$ cat src/rtl/mcd212_pkg.sv
// Shared types for the MCD212 RAM arbiter.
// Requester ids, arbiter FSM states and the CPU address swizzle.
package mcd212_pkg;

    typedef enum logic [1:0] {
        REQ_NONE = 2'd0,
        REQ_CPU  = 2'd1,
        REQ_ICA  = 2'd2,
        REQ_FILE = 2'd3
    } req_id_e;

    typedef enum logic [1:0] {
        ST_IDLE   = 2'd0,
        ST_ACCESS = 2'd1,
        ST_DONE   = 2'd2
    } state_e;

    // CPU bank bits 18 and 21 land on the top two RAM word-address bits.
    function automatic logic [19:1] ram_map_cpu_addr(
        input logic [22:1] cpu_address
    );
        return {cpu_address[18], cpu_address[21], cpu_address[17:1]};
    endfunction

endpackage

$ cat src/rtl/mcd212_ram_arbiter.sv
// MCD212 single-port RAM arbiter: display file, ICA/DCA and CPU
// share one synchronous-read RAM with a fixed three-cycle access.
module mcd212_ram_arbiter
    import mcd212_pkg::*;
#(
    parameter int MAX_VIDEO_RUN = 4
) (
    input  logic         clk,
    input  logic         reset,

    input  logic         cpu_req,
    input  logic [22:1]  cpu_address,
    input  logic         cpu_write,
    input  logic         cpu_uds,
    input  logic         cpu_lds,
    input  logic [15:0]  cpu_din,
    output logic [15:0]  cpu_dout,
    output logic         cpu_ack,

    input  logic         ica_as,
    input  logic [21:0]  ica_adr,
    output logic [15:0]  ica_din,
    output logic         ica_bus_ack,

    input  logic         file_as,
    input  logic [21:0]  file_adr,
    output logic [15:0]  file_din,
    output logic         file_bus_ack,

    output logic [19:1]  ram_addr,
    output logic [1:0]   ram_we,
    output logic [15:0]  ram_wdata,
    input  logic [15:0]  ram_rdata
);

    localparam int RunW = $clog2(MAX_VIDEO_RUN + 1);
    localparam logic [RunW-1:0] RunMax = RunW'(MAX_VIDEO_RUN);

    state_e          state_q, state_d;
    req_id_e         grant_q, grant_d;
    req_id_e         ack_q, ack_d;
    req_id_e         sel;
    logic [19:1]     addr_q, addr_d;
    logic [15:0]     wdata_q, wdata_d;
    logic [1:0]      be_q, be_d;
    logic            write_q, write_d;
    logic [RunW-1:0] run_q, run_d;
    logic [15:0]     cpu_dout_q, cpu_dout_d;
    logic [15:0]     ica_din_q, ica_din_d;
    logic [15:0]     file_din_q, file_din_d;
    logic            unused_adr_bits;

    assign unused_adr_bits = ^{ica_adr[21:20], ica_adr[0],
                               file_adr[21:20], file_adr[0]};

    // Video has priority, but a starved CPU wins once the run saturates.
    always_comb begin
        sel = REQ_NONE;
        if (state_q == ST_IDLE) begin
            if (cpu_req && run_q == RunMax) sel = REQ_CPU;
            else if (file_as)               sel = REQ_FILE;
            else if (ica_as)                sel = REQ_ICA;
            else if (cpu_req)               sel = REQ_CPU;
        end
    end

    always_comb begin
        state_d = state_q;
        grant_d = grant_q;
        addr_d  = addr_q;
        wdata_d = wdata_q;
        be_d    = be_q;
        write_d = write_q;
        run_d   = run_q;
        unique case (state_q)
            ST_IDLE: begin
                if (sel != REQ_NONE) begin
                    state_d = ST_ACCESS;
                    grant_d = sel;
                    wdata_d = cpu_din;
                    write_d = (sel == REQ_CPU) && cpu_write;
                    be_d    = (sel == REQ_CPU) ? {cpu_uds, cpu_lds} : 2'b00;
                    case (sel)
                        REQ_CPU:  addr_d = ram_map_cpu_addr(cpu_address);
                        REQ_ICA:  addr_d = ica_adr[19:1];
                        REQ_FILE: addr_d = file_adr[19:1];
                        default:  addr_d = addr_q;
                    endcase
                end
                if (!cpu_req || sel == REQ_CPU)
                    run_d = '0;
                else if (sel != REQ_NONE && run_q != RunMax)
                    run_d = run_q + 1'b1;
            end
            ST_ACCESS: state_d = ST_DONE;
            ST_DONE:   state_d = ST_IDLE;
            default:   state_d = ST_IDLE;
        endcase
    end

    assign ack_d = (state_q == ST_ACCESS) ? grant_q : REQ_NONE;

    assign cpu_ack      = (ack_q == REQ_CPU);
    assign ica_bus_ack  = (ack_q == REQ_ICA);
    assign file_bus_ack = (ack_q == REQ_FILE);

    // Read data is live in the ack cycle, then held until the next completion.
    assign cpu_dout = (cpu_ack && !write_q) ? ram_rdata : cpu_dout_q;
    assign ica_din  = ica_bus_ack ? ram_rdata : ica_din_q;
    assign file_din = file_bus_ack ? ram_rdata : file_din_q;

    assign cpu_dout_d = cpu_dout;
    assign ica_din_d  = ica_din;
    assign file_din_d = file_din;

    assign ram_addr  = addr_q;
    assign ram_wdata = wdata_q;
    assign ram_we    = (state_q == ST_ACCESS && write_q) ? be_q : 2'b00;

    always_ff @(posedge clk or negedge reset) begin
        if (!reset) begin
            state_q    <= ST_IDLE;
            grant_q    <= REQ_NONE;
            ack_q      <= REQ_NONE;
            addr_q     <= '0;
            wdata_q    <= '0;
            be_q       <= '0;
            write_q    <= 1'b0;
            run_q      <= '0;
            cpu_dout_q <= '0;
            ica_din_q  <= '0;
            file_din_q <= '0;
        end else begin
            state_q    <= state_d;
            grant_q    <= grant_d;
            ack_q      <= ack_d;
            addr_q     <= addr_d;
            wdata_q    <= wdata_d;
            be_q       <= be_d;
            write_q    <= write_d;
            run_q      <= run_d;
            cpu_dout_q <= cpu_dout_d;
            ica_din_q  <= ica_din_d;
            file_din_q <= file_din_d;
        end
    end

endmodule

$ cat config.mk
export PLATFORM = sky130hd
export DESIGN_NAME = mcd212_ram_arbiter
export DESIGN_NICKNAME = d
export VERILOG_FILES = /design/src/rtl/mcd212_pkg.sv /design/src/rtl/mcd212_ram_arbiter.sv
export SDC_FILE = /design/constraint.sdc
export NUM_CORES = 1
export LEC_CHECK = 0
export BUFFER_PORTS_ARGS = -buffer_cell sky130_fd_sc_hd__buf_2
export CAP_MARGIN = 10
export CELL_PAD_IN_SITES_DETAIL_PLACEMENT = 2
export CELL_PAD_IN_SITES_GLOBAL_PLACEMENT = 2
export CORE_UTILIZATION = 27
export DETAILED_ROUTE_END_ITERATION = 10
export PLACE_DENSITY = 0.78
export SLEW_MARGIN = 20
export SYNTH_ARGS = -nofsm -noshare
export SYNTH_HDL_FRONTEND = slang
export SYNTH_SLANG_ARGS = --single-unit
$ cat constraint.sdc
create_clock -name clk -period 2.2 [get_ports clk]
set_input_delay 0.33 -clock clk [delete_from_list [all_inputs] [get_ports clk]]
set_output_delay 0.33 -clock clk [all_outputs]
set_load 0.05 [all_outputs]
Word-level counts from Yosys, hierarchy flattened
Cells that the tools add are included.
{"block": "totals", "out_inout_bits": 88, "in_bits": 106, "regBits": 95, "word_cells": 53}
{"block": "op_classes", "n_mux": 16, "n_eq_ne": 10, "n_addsub": 1, "reduce_logical": 15}
{"op": "19-bit one-hot mux with 3 select lines", "n": 1}
{"op": "16-bit 2-to-1 mux", "n": 3}
{"op": "2-bit 2-to-1 mux", "n": 8}
{"op": "2-bit equality test, second input constant", "n": 4}
{"op": "2-bit by 1-bit equality test with 1-bit output, second input constant", "n": 3}
{"op": "3-bit 2-to-1 mux", "n": 2}
{"op": "1-bit logical AND", "n": 5}
{"op": "2-bit one-hot mux with 2 select lines", "n": 1}
{"op": "2-bit AND reduction", "n": 2}
{"op": "2-bit nonzero test", "n": 2}
{"op": "3-bit by 1-bit adder with 3-bit output, second input constant", "n": 1}
{"op": "3-bit equality test, second input constant", "n": 1}
{"op": "3-bit inequality test, second input constant", "n": 1}
{"op": "3-bit AND reduction", "n": 1}
{"op": "3-bit nonzero test", "n": 1}
{"op": "1-bit logical NOT", "n": 2}
{"op": "2-bit logical NOT", "n": 1}
{"op": "2-bit by 1-bit inequality test with 1-bit output, second input constant", "n": 1}
{"op": "1-bit logical OR", "n": 1}
{"op": "1-bit 2-to-1 mux", "n": 1}

Logic depth before layout (Yosys ltp)
{"block": "logic_depth", "word_depth": 9, "ltp_mapped": 8, "mapped_depth_nobuf": 6}

Worst setup path before layout
No wires, ideal clock.
{"block": "synth_timing", "path_type": "register to output", "from": "reg ack_q[1]", "to": "out cpu_dout[10]", "path_stages_with_launch": 6, "path_buffers": 2, "slack_ns": -0.251, "required_time_ns": 1.870, "t_arrival_ns": 2.121, "cell_sequence": "dfrtp_1 nor2b_1 nor2b_1 buf_2 buf_4 mux2_2"}
{"block": "synth_between", "elab_chain_len": 3}
{"element": "start, declared", "line_no": "mcd212_ram_arbiter.sv:41", "rtl": "req_id_e ack_q, ack_d;"}
{"element": "start signal, assigned", "line_no": "mcd212_ram_arbiter.sv:136", "rtl": "ack_q <= ack_d;"}
{"element": "2-bit by 1-bit equality test with 1-bit output", "line_no": "mcd212_ram_arbiter.sv:103", "rtl": "assign cpu_ack = (ack_q == REQ_CPU);"}
{"element": "via cpu_ack", "line_no": "mcd212_ram_arbiter.sv:18", "rtl": "output logic cpu_ack,"}
{"element": "1-bit logical AND", "line_no": "mcd212_ram_arbiter.sv:108", "rtl": "assign cpu_dout = (cpu_ack && !write_q) ? ram_rdata : cpu_dout_q;"}
{"element": "16-bit 2-to-1 mux", "line_no": "mcd212_ram_arbiter.sv:108"}
{"element": "end, declared", "line_no": "mcd212_ram_arbiter.sv:17", "rtl": "output logic [15:0] cpu_dout,"}
The timed path passes the listed nets, and every way through them passes these cells.

Worst setup path after layout
{"block": "layout_timing", "from": "reg ack_q[1]", "to": "out cpu_dout[6]"}
{"block": "layout_between", "elab_chain_len": 3}
{"element": "2-bit by 1-bit equality test with 1-bit output", "line_no": "mcd212_ram_arbiter.sv:103"}
{"element": "1-bit logical AND", "line_no": "mcd212_ram_arbiter.sv:108"}
{"element": "16-bit 2-to-1 mux", "line_no": "mcd212_ram_arbiter.sv:108"}
No other way between the ends.

==> impl_metrics.toml <==
[timing]
worst_slew_pin_slew_ps = 551.9
holdWs_ps = 27.32
hold_viol = 0
rsz0062_at_grt = "true"
slew_headroom_pct = 63.17
fmax_ghz = 0.4630
finalCritPeriodShare_pct = 98.17
skew_ps = 7.154
maxSlewViolCount = 0
fin_ws_ps = 40.29
period_needed_ps = 2160
setup_viol = 0

[critical_path]
r2r_start = "run_q[0]"
path_class = "flop to primary output"
rrSetupSlack_ps = 390
startpoint = "ack_q[1]"
reg2reg_to = "ram_addr[5]"
end_kind = "primary output"
cp_cell_sequence = "nor2b_2 > nor2b_4 > buf_8 > mux2_2 > buf_6"
cp.arrival_ps = 1830
slowest_delay_ps = 400
critPathLaunchType = "flop"
crit_path_top_delay_cell = "dfrtp_1"
reg2reg_depth = 6
worstPathRequired_ps = 1870
crit_fanout = 8

[global_route]
antenna_found_initial = 2
grt_pass1_wl_um = 19910
grt_max_degree = 96
grt-ovfl-total = 0
grt_pass1_vias = 3752
grt_use_total_pct = 17.54

[yosys]
avgSynthCellArea_um2 = 11.77
synth_top_cells_by_area = "dfrtp_1 59%, mux2_2 14%, nand2_1 7.3%"
ys_types = 38
synth_top_area_share_pct = 59.39
syn_inst = 340
synth_ff_type = "dfrtp_1"
ys_warn_count = 0
ys_seq_elements = 95
async_reset_ff_share_pct = 100.0
synth_area_mm2 = 0.004003
seq_area_frac_synth_pct = 59.39
synth_nets = 448
yosysTopAreaCell = "dfrtp_1"
synth_enable_flop_cells = 0

[drt]
ant_nets = 0
wl_per_cell_um = 18.73
via_per_inst = 4.744
dr_wl_met2_um = 6952
wl_met1_um = 5258
totalWireLength_um = 13450
drt_iter0_markers = 77
route.detailed.drc = 0
met3_length_um = 1100
drt_pre_antenna_iters = 4
top_layer = "met5"
routed-via-count = 3406

[min_path]
worstHoldPathType = "primary input to async pin"

[cts]
clk_pin_slew_worst_paths_ps = 70
ctsLongestPathBuffers = 2
ctsHoldBuffers = 0
clock_latency_ps = 350
htree_num_levels = 3
clockRootBuffer = "clkbuf_16"
cts_tree = "yes"
numClockSinks = 95
cts-buffers-inserted = 9

[cells_and_area]
drive_gt1_share_pct = 50.28
fin_cells = 718
final_nets = 636
synthToLayoutAreaGrowth_pct = 40.54
fin_area_mm2 = 0.005625
fillers = 1584

[floorplanning]
die_x_um = 123.8
ioPinCount = 194
rows = 44
core-area_mm2 = 0.01448
dieHeight_um = 123.8
initial_utilization_pct = 27.64
die_area_mm2 = 0.01532

[placed_design]
gp_congestion = 0.7475
port_buffers = 184
dp_cells = 698
placed_cell_area_mm2 = 0.005134
hpwl_um = 9809
pre_cts_slack_ps = 275.3

[job]
cap_violations = 0

[outcome]
outcome = "finished clean"
placed cells by master, fill, tap and decap left out, types with 3 or more instances in the layout:
| cell | synthesis | routed |
|---|---|---|
| nand2_1 | 78 | 78 |
| dfrtp_1 | 95 | 95 |
| nand3_1 | 3 | 3 |
| inv_1 | 5 | 5 |
| and2_1 | 3 | 3 |
| a22oi_1 | 13 | 13 |
| clkbuf_16 | 0 | 9 |
| o21ai_0 | 20 | 20 |
| a22o_1 | 3 | 3 |
| nor2_1 | 7 | 7 |
| mux2_4 | 0 | 4 |
| a41oi_1 | 6 | 6 |
| buf_4 | 4 | 10 |
| buf_6 | 3 | 16 |
| a2bb2oi_1 | 13 | 13 |
| mux2_2 | 48 | 44 |
| buf_2 | 9 | 167 |
synth_stat cells, types with 2 or more instances:
| master | instances |
|---|---|
| buf_2 | 9 |
| buf_4 | 4 |
| a22oi_1 | 13 |
| a21oi_1 | 2 |
| and2_1 | 3 |
| a41oi_1 | 6 |
| nor2b_1 | 4 |
| o21ai_0 | 20 |
| inv_1 | 5 |
| nor2_1 | 7 |
| and3_1 | 2 |
| clkbuf_1 | 2 |
| mux2_2 | 48 |
| a22o_1 | 3 |
| nand3_1 | 3 |
| buf_6 | 3 |
| dfrtp_1 | 95 |
| nand2_1 | 78 |
| a2bb2oi_1 | 13 |
| ha_1 | 2 |
worst max path at each step:
stage	slack, ps	depth (start not counted)	end
floorplan	20	5	cpu_dout[10]
global placement	380	5	cpu_dout[12]
detailed placement	280	5	cpu_dout[0]
CTS	9	5	cpu_dout[15]
global route	-30	5	cpu_dout[14]
finish	40	5	cpu_dout[6]
what timing repair did:
item	in CTS	in global routing
endpoints found under the setup margin	16	16
hold endpoints to repair	0	0
buffers inserted	1	1
gates cloned	1	0
gates resized for setup	19	29
metrics by stage:
step                utilization [%]  TNS (ps)
floorplan                         -         0
global placement              35.46         0
detailed placement            35.46         0
CTS                           38.20         0
global route                  38.85    -220.4
finish                        38.85         0
critical path, delay by kind of cell, from the launching register on:
family	cells	cell delay (ps)
AND/OR/NAND/NOR	2	380
multiplexers	1	370
buffers and inverters	2	330
flip-flops	1	400
state kept, by name (all words and copies together), names as in the netlist:
name        cells
file_din_q     16
be_q            2
cpu_dout_q     16
ack_q           2
ram_addr       19
ram_wdata      16
run_q           3
ica_din_q      16
grant_q         2
state_q         2
write_q         1
cell families (layout without fill, tap and decap cells):
| group | Yosys count | after routing | synth area share (%) |
|---|---|---|---|
| AOI/OAI and AO/OA | 65 | 65 | 11.82 |
| and+or+nand+nor | 104 | 104 | 10.97 |
| other | 0 | 1 | 0 |
| DFF | 95 | 95 | 59.39 |
| adders and majority gates | 2 | 2 | 0.6251 |
| buffers and inverters | 26 | 219 | 3.688 |
| muxes | 48 | 48 | 13.50 |
layout make-up:
type,instances,area [um^2],area share (%)
Antenna cell,1,2.502,0.04448
Multi-Input combinational cell,219,1503,26.71
Timing Repair Buffer,197,1161,20.64
Inverter,6,22.52,0.4004
Tap cell,184,230.2,4.093
Clock buffer,10,239.0,4.248
Sequential cell,95,2377,42.26
Clock inverter,6,90.09,1.601
per-layer routing:
layer  vias to the layer above  track usage (%)
met5                         -                0
met4                         2            5.648
met3                        12            5.266
met2                       143            31.70
met1                      1689            19.51
li1                       1560                -
Power is not shown: default switching activity piles up to over one toggle a cycle in this logic, so the estimate is an artifact.
